[src/rtl/binary_to_gray.sv]
// Registered binary-to-Gray converter with a one-cycle latency and a valid qualifier.
// Optional BIN2GRAY_SELFCHECK_EN adds a decode-and-compare monitor with a sticky check_err.
module binary_to_gray #(
  parameter int unsigned WIDTH = 4
) (
  input  logic             clk,
  input  logic             rst,
  input  logic             in_valid,
  input  logic [WIDTH-1:0] binary,
  output logic             out_valid,
  output logic [WIDTH-1:0] gray
`ifdef BIN2GRAY_SELFCHECK_EN
  ,
  output logic             check_err
`endif
);

  logic [WIDTH-1:0] gray_next;

  assign gray_next = binary ^ (binary >> 1);

  // gray only loads on accepted words, so binary is never sampled while idle
  always_ff @(posedge clk or posedge rst) begin
    if (rst) begin
      gray      <= '0;
      out_valid <= 1'b0;
    end else begin
      out_valid <= in_valid;
      if (in_valid) gray <= gray_next;
    end
  end

`ifdef BIN2GRAY_SELFCHECK_EN
  logic [WIDTH-1:0] bin_q;
  logic [WIDTH-1:0] decoded;

  // each binary bit is the XOR of all Gray bits at or above it
  always_comb begin
    decoded = '0;
    for (int unsigned i = 0; i < WIDTH; i++) begin
      decoded[i] = ^(gray >> i);
    end
  end

  always_ff @(posedge clk or posedge rst) begin
    if (rst) begin
      bin_q     <= '0;
      check_err <= 1'b0;
    end else begin
      if (in_valid) bin_q <= binary;
      if (out_valid && (decoded != bin_q)) check_err <= 1'b1;
    end
  end
`endif

endmodule

[config.mk]
export PLATFORM = sky130hd
export DESIGN_NAME = binary_to_gray
export DESIGN_NICKNAME = d
export VERILOG_FILES = /design/src/rtl/binary_to_gray.sv
export SDC_FILE = /design/constraint.sdc
export NUM_CORES = 1
export LEC_CHECK = 0
export CAP_MARGIN = 20
export CORE_AREA = 5 5 42 44
export DETAILED_ROUTE_END_ITERATION = 8
export DIE_AREA = 0 0 47 49
export GPL_ROUTABILITY_DRIVEN = 0
export MAX_ROUTING_LAYER = met4
export PLACE_DENSITY = 0.39
export SLEW_MARGIN = 15
export SYNTH_ARGS = -nofsm -noshare
export SYNTH_HDL_FRONTEND = slang
export SYNTH_SLANG_ARGS = --single-unit
[constraint.sdc]
create_clock -name clk -period 0.9 [get_ports clk]
set_clock_uncertainty 0.05 [all_clocks]
set_input_delay 0.135 -clock clk [delete_from_list [all_inputs] [get_ports clk]]
set_output_delay 0.135 -clock clk [all_outputs]
set_load 0.02 [all_outputs]
==> results of run 1 <==
-- per-layer routing --
metal	GRT usage [%]	wire length (µm)	up-vias
li1	-	-	87
met1	7.13	238	71
met2	6.33	185	12
met3	3.32	80	0
met4	4.15	0	0
met5	-	0	-
-- layout by cell type (no fill, tap or decap) --
cell	n
a21oi_1	3
buf_4	2
buf_6	6
clkbuf_1	1
clkbuf_4	3
clkdlybuf4s50_1	6
dfrtp_1	5
inv_1	1
mux2_4	1
nor2_1	3
xnor2_1	3
-- cell type report --
| type | count | area [µm²] | area share (%) |
|---|---|---|---|
| repair buffers | 14 | 143 | 37.0 |
| flip-flops and latches | 5 | 125 | 32.5 |
| multi-input cells | 10 | 67.6 | 17.5 |
| clock buffers | 4 | 26.3 | 6.82 |
| well taps | 16 | 20.0 | 5.19 |
| inverters | 1 | 3.75 | 0.974 |
-- cell families (layout without fill, tap and decap cells) --
logic type | Yosys count | after routing | synth area share (%)
compound gates | 3 | 3 | 7.64
xor+xnor | 3 | 3 | 13.4
buf+inv | 1 | 19 | 1.91
flops | 5 | 5 | 63.7
mux | 1 | 1 | 7.64
simple gates | 3 | 3 | 5.73
-- per-stage QoR --
stage	utilization, %	setup TNS (ns)	area [µm²]	power, mW	instances
floorplan	-	0	196	0.327	16
global placement	24.4	-1.83	342	0.425	45
detailed placement	24.4	-1.91	342	0.425	45
CTS	27.2	-0.294	382	0.722	50
global route	27.5	-0.389	385	0.743	50
finish	27.5	-0.215	385	0.703	50
-- power breakdown --
| part | switching [mW] | leakage, nW | internal, mW |
|---|---|---|---|
| sequential | 0.0153 | 0.0568 | 0.249 |
| combinational | 0.0706 | 0.0988 | 0.104 |
| clock | 0.0966 | 0.0150 | 0.168 |
-- Yosys cell counts --
master	instances	area [µm²]
dfrtp_1	5	125
a21oi_1	3	15.0
xnor2_1	3	26.3
nor2_1	3	11.3
mux2_4	1	15.0
inv_1	1	3.75
-- worst max-delay path by stage --
| stage | to | slack (ns) | depth (start not counted) |
|---|---|---|---|
| floorplan | gray[3]$_DFFE_PP0P_ | 0.02 | 1 |
| global placement | gray[0] | -0.22 | 1 |
| detailed placement | gray[3]$_DFFE_PP0P_ | -0.23 | 2 |
| CTS | gray[1] | -0.06 | 1 |
| global route | gray[1] | -0.08 | 1 |
| finish | gray[0] | -0.05 | 1 |
-- sequential cells by signal, summed over array words and instances, names as in the netlist --
name and flops:
out_valid 1, gray 4
-- timing repair --
action                     in CTS  in global routing
setup endpoints to repair       6                  7
resized for setup              30                  1
hold endpoints to repair        0                  0
setup buffers                   1                  0
==> results.yml, run 1 <==
cts:
  htree_num_levels: 1
  clk_pin_slew_ns: 0.05
  ctsHoldBuffers: 0
  cts_buffers: 3
  cts_tree: "yes"
  insertion_delay_ns: 0.24
  cts_root_buf: "clkbuf_4"
  clock_path_buffers: 2
  cts.sinks: 5
logic_synthesis:
  synth_fp_nets: 23
  synth.distinct_cells: 6
  avgSynthCellArea_um2: 12.3
  syn_inst: 16
  seq_area_frac_synth_pct: 63.7
  syn-cell-area_um2: 196
  ys_ff_latch: 5
  synth_warnings: 0
setup_path:
  crit_type: "flop to primary output"
  slowest_delay_ns: 0.39
  cp_num_buf_inv: 1
  crit_required_ns: 0.71
  cp_slowest_cell: "dfrtp_1"
  timing.rr.start: "gray[3]$_DFFE_PP0P_"
  crit_chain: "buf_6"
  startpoint: "gray[0]$_DFFE_PP0P_"
  path_delay_family: "flip-flops"
  reg2reg_depth: 2
  arrival_ns: 0.76
  r2r-end: "gray[3]$_DFFE_PP0P_"
  critPathCaptureType: "primary output"
  crit_fanout: 2
  critPathLaunchType: "flop"
  r2r_slack_ns: -0.03
timing:
  period_minus_slack_ns: 0.946
  fin_ws_ns: -0.0463
  timing.hold.ws_ns: 0.0468
  period_share_pct: 105
  setup_violations: 6
  hold_viol_final: 0
  fmax_mhz: 1060
  rsz0062_at_grt: "yes"
  maxSlewViolCount: 0
  slew_headroom_pct: 86.6
  tightestPinTransition_ns: 0.201
placed_design:
  place_ws_ns: -0.232
  numPortBuffers: 11
  dpl.hpwl_um: 370
run_status:
  outcome: "finished, violations left"
  violations: "negative setup slack"
detailed_routing:
  post_drt_wl_per_cell_um: 10.1
  viasPerCell: 3.40
  finalWirelength_um: 505
  drt_iter0_markers: 0
  drtPass1Iterations: 1
  num_vias: 170
  antenna_left: 0
  drt_drc_violations_left: 0
run:
  drv_cap: 0
global_routing:
  grt_start_max_net_pins: 8
  grt_pass1_wl_um: 834
  grt_pass1_vias: 207
  grt_usage_pct: 5.66
  antenna_found_initial: 0
  overflow: 0
layout:
  antenna_cells: 0
  nets: 42
  drive_gt1_share_pct: 35.3
  area.growth.synth_to_final_pct: 96.2
  fill_cells: 159
power:
  p_per_area_mw_per_mm2: 1820
  p_leak_nw: 0.171
  vdd_drop_max_v: 0.000530
floorplan:
  core_mm2: 0.00140
  rows: 14
  ios: 12
  die-width_um: 47
  initial_core_util_pct: 14.0
  fp.dieH_um: 49
  die_area_mm2: 0.00230
min_path:
  hp-class: "input pin to async pin"
(Power assumes the default switching activity.)
==> run 2: changes to the inputs <==
--- a/config.mk
+++ b/config.mk
@@ -6,9 +6,10 @@
 export NUM_CORES = 1
 export LEC_CHECK = 0
 export CAP_MARGIN = 20
-export CORE_AREA = 5 5 42 44
+export CORE_AREA = 8 8 45 47
+export CTS_CLUSTER_SIZE = 20
 export DETAILED_ROUTE_END_ITERATION = 8
-export DIE_AREA = 0 0 47 49
+export DIE_AREA = 0 0 53 55
 export GPL_ROUTABILITY_DRIVEN = 0
 export MAX_ROUTING_LAYER = met4
 export PLACE_DENSITY = 0.39
==> results.yml, run 2 (synthesized netlist as in run 1, its figures left out) <==
setup_path:
  crit_required_ns: 0.71
  crit_fanout: 2
  cp_num_buf_inv: 1
  critPathCaptureType: "primary output"
  arrival_ns: 0.78
  crit_chain: "buf_6"
  cp_slowest_cell: "dfrtp_1"
  path_delay_family: "flip-flops"
  critPathLaunchType: "flop"
  slowest_delay_ns: 0.40
  crit_type: "flop to primary output"
timing:
  period_minus_slack_ns: 0.967
  tightestPinTransition_ns: 0.193
  maxSlewViolCount: 0
  fmax_mhz: 1030
  setup_violations: 6
  hold_viol_final: 0
  period_share_pct: 107
  rsz0062_at_grt: "yes"
  timing.hold.ws_ns: 0.0518
  slew_headroom_pct: 87.2
  fin_ws_ns: -0.0672
cts:
  cts.sinks: 5
  clk_pin_slew_ns: 0.04
  ctsHoldBuffers: 0
  insertion_delay_ns: 0.24
  cts_buffers: 3
  clock_path_buffers: 2
  cts_root_buf: "clkbuf_4"
  cts_tree: "yes"
  htree_num_levels: 1
layout:
  fill_cells: 144
  antenna_cells: 0
  nets: 43
  most-common-layout-cells: "6 x clkdlybuf4s50_1, 6 x buf_6, 5 x dfrtp_1"
  drive_gt1_share_pct: 37.1
  area.growth.synth_to_final_pct: 100
  stdcell_count: 51
  reg.largest.list: "gray x4, out_valid x1"
  largest_reg_flops: 4
  top_register: "gray"
  final_area_um2: 393
detailed_routing:
  drt_iter0_markers: 0
  antenna_left: 0
  finalWirelength_um: 574
  viasPerCell: 3.75
  drt_drc_violations_left: 0
  drtPass1Iterations: 1
  post_drt_wl_per_cell_um: 11.3
  num_vias: 191
power:
  p_sw_share_pct: 25.6
  p_total_mw: 0.709
  p_seq_share_pct: 37.7
  p_clk_share_pct: 36.3
  p_int_mw: 0.528
  switching_power_mw: 0.181
  p_per_area_mw_per_mm2: 1800
  p_comb_share_pct: 26.0
  p_leak_nw: 0.175
  vdd_drop_max_v: 0.000575
floorplan:
  fp.dieH_um: 55
  die-width_um: 53
  ios: 12
  rows: 14
  core_mm2: 0.00138
  initial_core_util_pct: 14.2
  die_area_mm2: 0.00292
global_routing:
  grt_usage_pct: 4.68
  grt_pass1_vias: 228
  grt_pass1_wl_um: 924
  antenna_found_initial: 0
  grt_start_max_net_pins: 8
  overflow: 0
run:
  drv_cap: 0
placed_design:
  numPortBuffers: 11
  numPlacedInstances: 45
  dpl.hpwl_um: 450
  placed_cell_area_um2: 342
min_path:
  hp-class: "input pin to async pin"
run_status:
  violations: "negative setup slack"
  outcome: "finished, violations left"
[run 2: cell count changes in the layout (fill, tap and decap cells not counted)]
cell	before	now
buf_4	2	3
[run 2: worst paths after layout]
path / from / to / slack (ns) / cells past startpoint
min in group clk: in_valid / out_valid$_DFF_PP0_ / 0.51 / 2
max reg2reg: gray[3]$_DFFE_PP0P_ / gray[3]$_DFFE_PP0P_ / -0.03 / 2
min: rst / gray[2]$_DFFE_PP0P_ / 0.05 / 2
max in group asynchronous: rst / gray[1]$_DFFE_PP0P_ / 0.58 / 2
max: gray[1]$_DFFE_PP0P_ / gray[1] / -0.07 / 1
min reg2reg: gray[0]$_DFFE_PP0P_ / gray[0]$_DFFE_PP0P_ / 0.52 / 2
[run 2: layout make-up]
type                            count  area [µm²]  share of cell area (%)
Timing Repair Buffer               15         150                    38.2
Sequential cell                     5         125                    31.8
Inverter                            1        3.75                   0.955
Tap cell                           16        20.0                    5.10
Clock buffer                        4        26.3                    6.69
Multi-Input combinational cell     10        67.6                    17.2
[run 2: what timing repair did]
action,4_1_cts,5_1_grt
gates resized for setup,30,1
setup buffers,2,0
setup endpoints to repair,6,6
[run 2: per-stage QoR]
stage	setup TNS, ns	utilization, %	setup WS, ns
floorplan	0	-	0.0153
global placement	-1.82	24.7	-0.234
detailed placement	-1.85	24.7	-0.232
CTS	-0.305	28.1	-0.0622
global route	-0.453	28.4	-0.0976
finish	-0.257	28.4	-0.0672
[run 2: power by group through the flow]
stage	combinational (mW)	clock, mW	sequential (mW)
after floorplan	0.0347	0	0.293
after global placement	0.162	0	0.264
after detailed placement	0.163	0	0.264
after CTS	0.185	0.270	0.266
after global routing	0.195	0.287	0.271
final	0.184	0.257	0.268
[run 2: metal layers]
layer / share of wire (%) / track usage [%] / up-vias
li1: - / - / 89
met4: 0 / 3.88 / 0
met1: 46 / 4.59 / 88
met5: 0 / - / -
met3: 14 / 3.21 / 0
met2: 40 / 6.25 / 14
==> run 3: changes to the inputs <==
--- a/config.mk
+++ b/config.mk
@@ -10,7 +10,6 @@
 export CTS_CLUSTER_SIZE = 20
 export DETAILED_ROUTE_END_ITERATION = 8
 export DIE_AREA = 0 0 53 55
-export GPL_ROUTABILITY_DRIVEN = 0
 export MAX_ROUTING_LAYER = met4
 export PLACE_DENSITY = 0.39
 export SLEW_MARGIN = 15
==> constraint.sdc (replaced) <==
create_clock -name clk -period 1.1 [get_ports clk]
set_clock_uncertainty 0.05 [all_clocks]
set_input_delay 0.165 -clock clk [delete_from_list [all_inputs] [get_ports clk]]
set_output_delay 0.165 -clock clk [all_outputs]
set_load 0.02 [all_outputs]
==> results.yml, run 3 (synthesized netlist as in run 1, its figures left out) <==
power:
  p_leak_nw: 0.154
  vdd_drop_max_v: 0.000429
  p_total_mw: 0.539
  p_per_area_mw_per_mm2: 1550
cts:
  htree_num_levels: 1
  cts_buffers: 3
  cts.sinks: 5
  cts_tree: "yes"
  clock_path_buffers: 2
  clk_pin_slew_ns: 0.04
  insertion_delay_ns: 0.24
  cts_root_buf: "clkbuf_4"
layout:
  layout_commonest_cell: "clkdlybuf4s50_1"
  stdcell_count: 49
  drive_gt1_share_pct: 33.3
  top_register: "gray"
  area.growth.synth_to_final_pct: 77.7
  most-common-layout-cells: "6 x clkdlybuf4s50_1, 5 x dfrtp_1, 4 x buf_2"
  largest_reg_flops: 4
  antenna_cells: 0
  multiInputGateArea_um2: 67.6
  reg.largest.list: "gray x4, out_valid x1"
  seq_area_um2: 125
  fill_cells: 148
  nets: 41
global_routing:
  grt_pass1_wl_um: 897
  grt_usage_pct: 4.51
  grt_use_met1_pct: 4.43
  grt_pass1_vias: 220
  grtUsageMet2_pct: 5.86
  use_met3_pct: 3.21
  overflow: 0
  grt_start_max_net_pins: 8
  top_usage_layer: "met2"
  antenna_found_initial: 0
setup_path:
  crit_type: "flop to primary output"
  slowest_delay_ns: 0.35
  critPathLaunchType: "flop"
  arrival_ns: 0.84
  crit_chain: "clkdlybuf4s15_2"
  crit_fanout: 1
  timing.rr.start: "gray[3]$_DFFE_PP0P_"
  cp_num_buf_inv: 1
  cp_slowest_cell: "dfrtp_1"
  r2r-end: "gray[3]$_DFFE_PP0P_"
  r2r_slack_ns: 0.18
  path_delay_family: "flip-flops"
  reg2reg_depth: 2
  critPathCaptureType: "primary output"
  crit_required_ns: 0.88
timing:
  rsz0062_at_grt: "no"
  hold_viol_final: 0
  fin_ws_ns: 0.0481
  period_share_pct: 95.6
  tightestPinTransition_ns: 0.191
  setup_violations: 0
  fmax_mhz: 951
  maxSlewViolCount: 0
  slew_headroom_pct: 87.3
  period_minus_slack_ns: 1.05
detailed_routing:
  post_drt_wl_per_cell_um: 11.4
  viasPerCell: 3.78
  antenna_left: 0
  drt_drc_violations_left: 0
  drt_iter0_markers: 1
  num_vias: 185
  drtPass1Iterations: 2
  finalWirelength_um: 561
floorplan:
  initial_core_util_pct: 14.2
  rows: 14
  core_mm2: 0.00138
  die-width_um: 53
  fp.dieH_um: 55
  die_area_mm2: 0.00292
  ios: 12
placed_design:
  gp_congestion: 0.586
  dpl.hpwl_um: 450
  numPlacedInstances: 45
  place_ws_ns: -0.0624
  numPortBuffers: 11
min_path:
  hp-class: "input pin to async pin"
run:
  drv_cap: 0
run_status:
  outcome: "finished, final reports clean"
run 3: cell types whose count changed in the layout (fill, tap and decap cells not counted):
| cell | delta |
|---|---|
| buf_6 | -6 |
| buf_2 | +4 |
| buf_4 | -1 |
| clkdlybuf4s15_2 | +1 |
run 3: area by class of cell:
class | count | area share, %
Inverter | 1 | 1.08
Tap cell | 16 | 5.73
Sequential cell | 5 | 35.8
Multi-Input combinational cell | 10 | 19.4
Clock buffer | 4 | 7.53
Timing Repair Buffer | 13 | 30.5
run 3: per-stage QoR:
stage          hold slack, ns  TNS, ns  cell area [µm²]  utilization (%)
2_1_floorplan          -0.106        0              196                -
4_1_cts                0.0840        0              368             26.6
3_3_place_gp            0.335   -0.283              342             24.7
5_1_grt                 0.101        0              349             25.2
3_5_place_dp            0.338   -0.296              342             24.7
6_report               0.0803        0              349             25.2
run 3: power by group:
part	internal, mW	total, mW	switching, mW
combinational	0.0577	0.115	0.0571
clock	0.137	0.210	0.0731
sequential	0.204	0.214	0.0108
total	0.398	0.539	0.141
run 3: what timing repair did:
action	CTS	global route
setup buffers	0	0
setup endpoints to repair	5	3
gates resized for setup	16	3
hold buffers	0	0
cloned	0	0
run 3: metal layers:
layer	vias up	wire [µm]	part of all wire [%]
li1	86	-	-
met1	85	258	46
met2	14	215	38
met3	0	87	16
met4	0	0	0
met5	-	0	0
run 3: how the worst max path moves through the flow:
| stage | start | end | cells after the start |
|---|---|---|---|
| CTS | gray[3]$_DFFE_PP0P_ | gray[3] | 1 |
| detailed placement | gray[1]$_DFFE_PP0P_ | gray[1] | 1 |
| floorplan | gray[3]$_DFFE_PP0P_ | gray[3]$_DFFE_PP0P_ | 1 |
| finish | out_valid$_DFF_PP0_ | out_valid | 1 |
| global route | out_valid$_DFF_PP0_ | out_valid | 1 |
| global placement | gray[1]$_DFFE_PP0P_ | gray[1] | 1 |
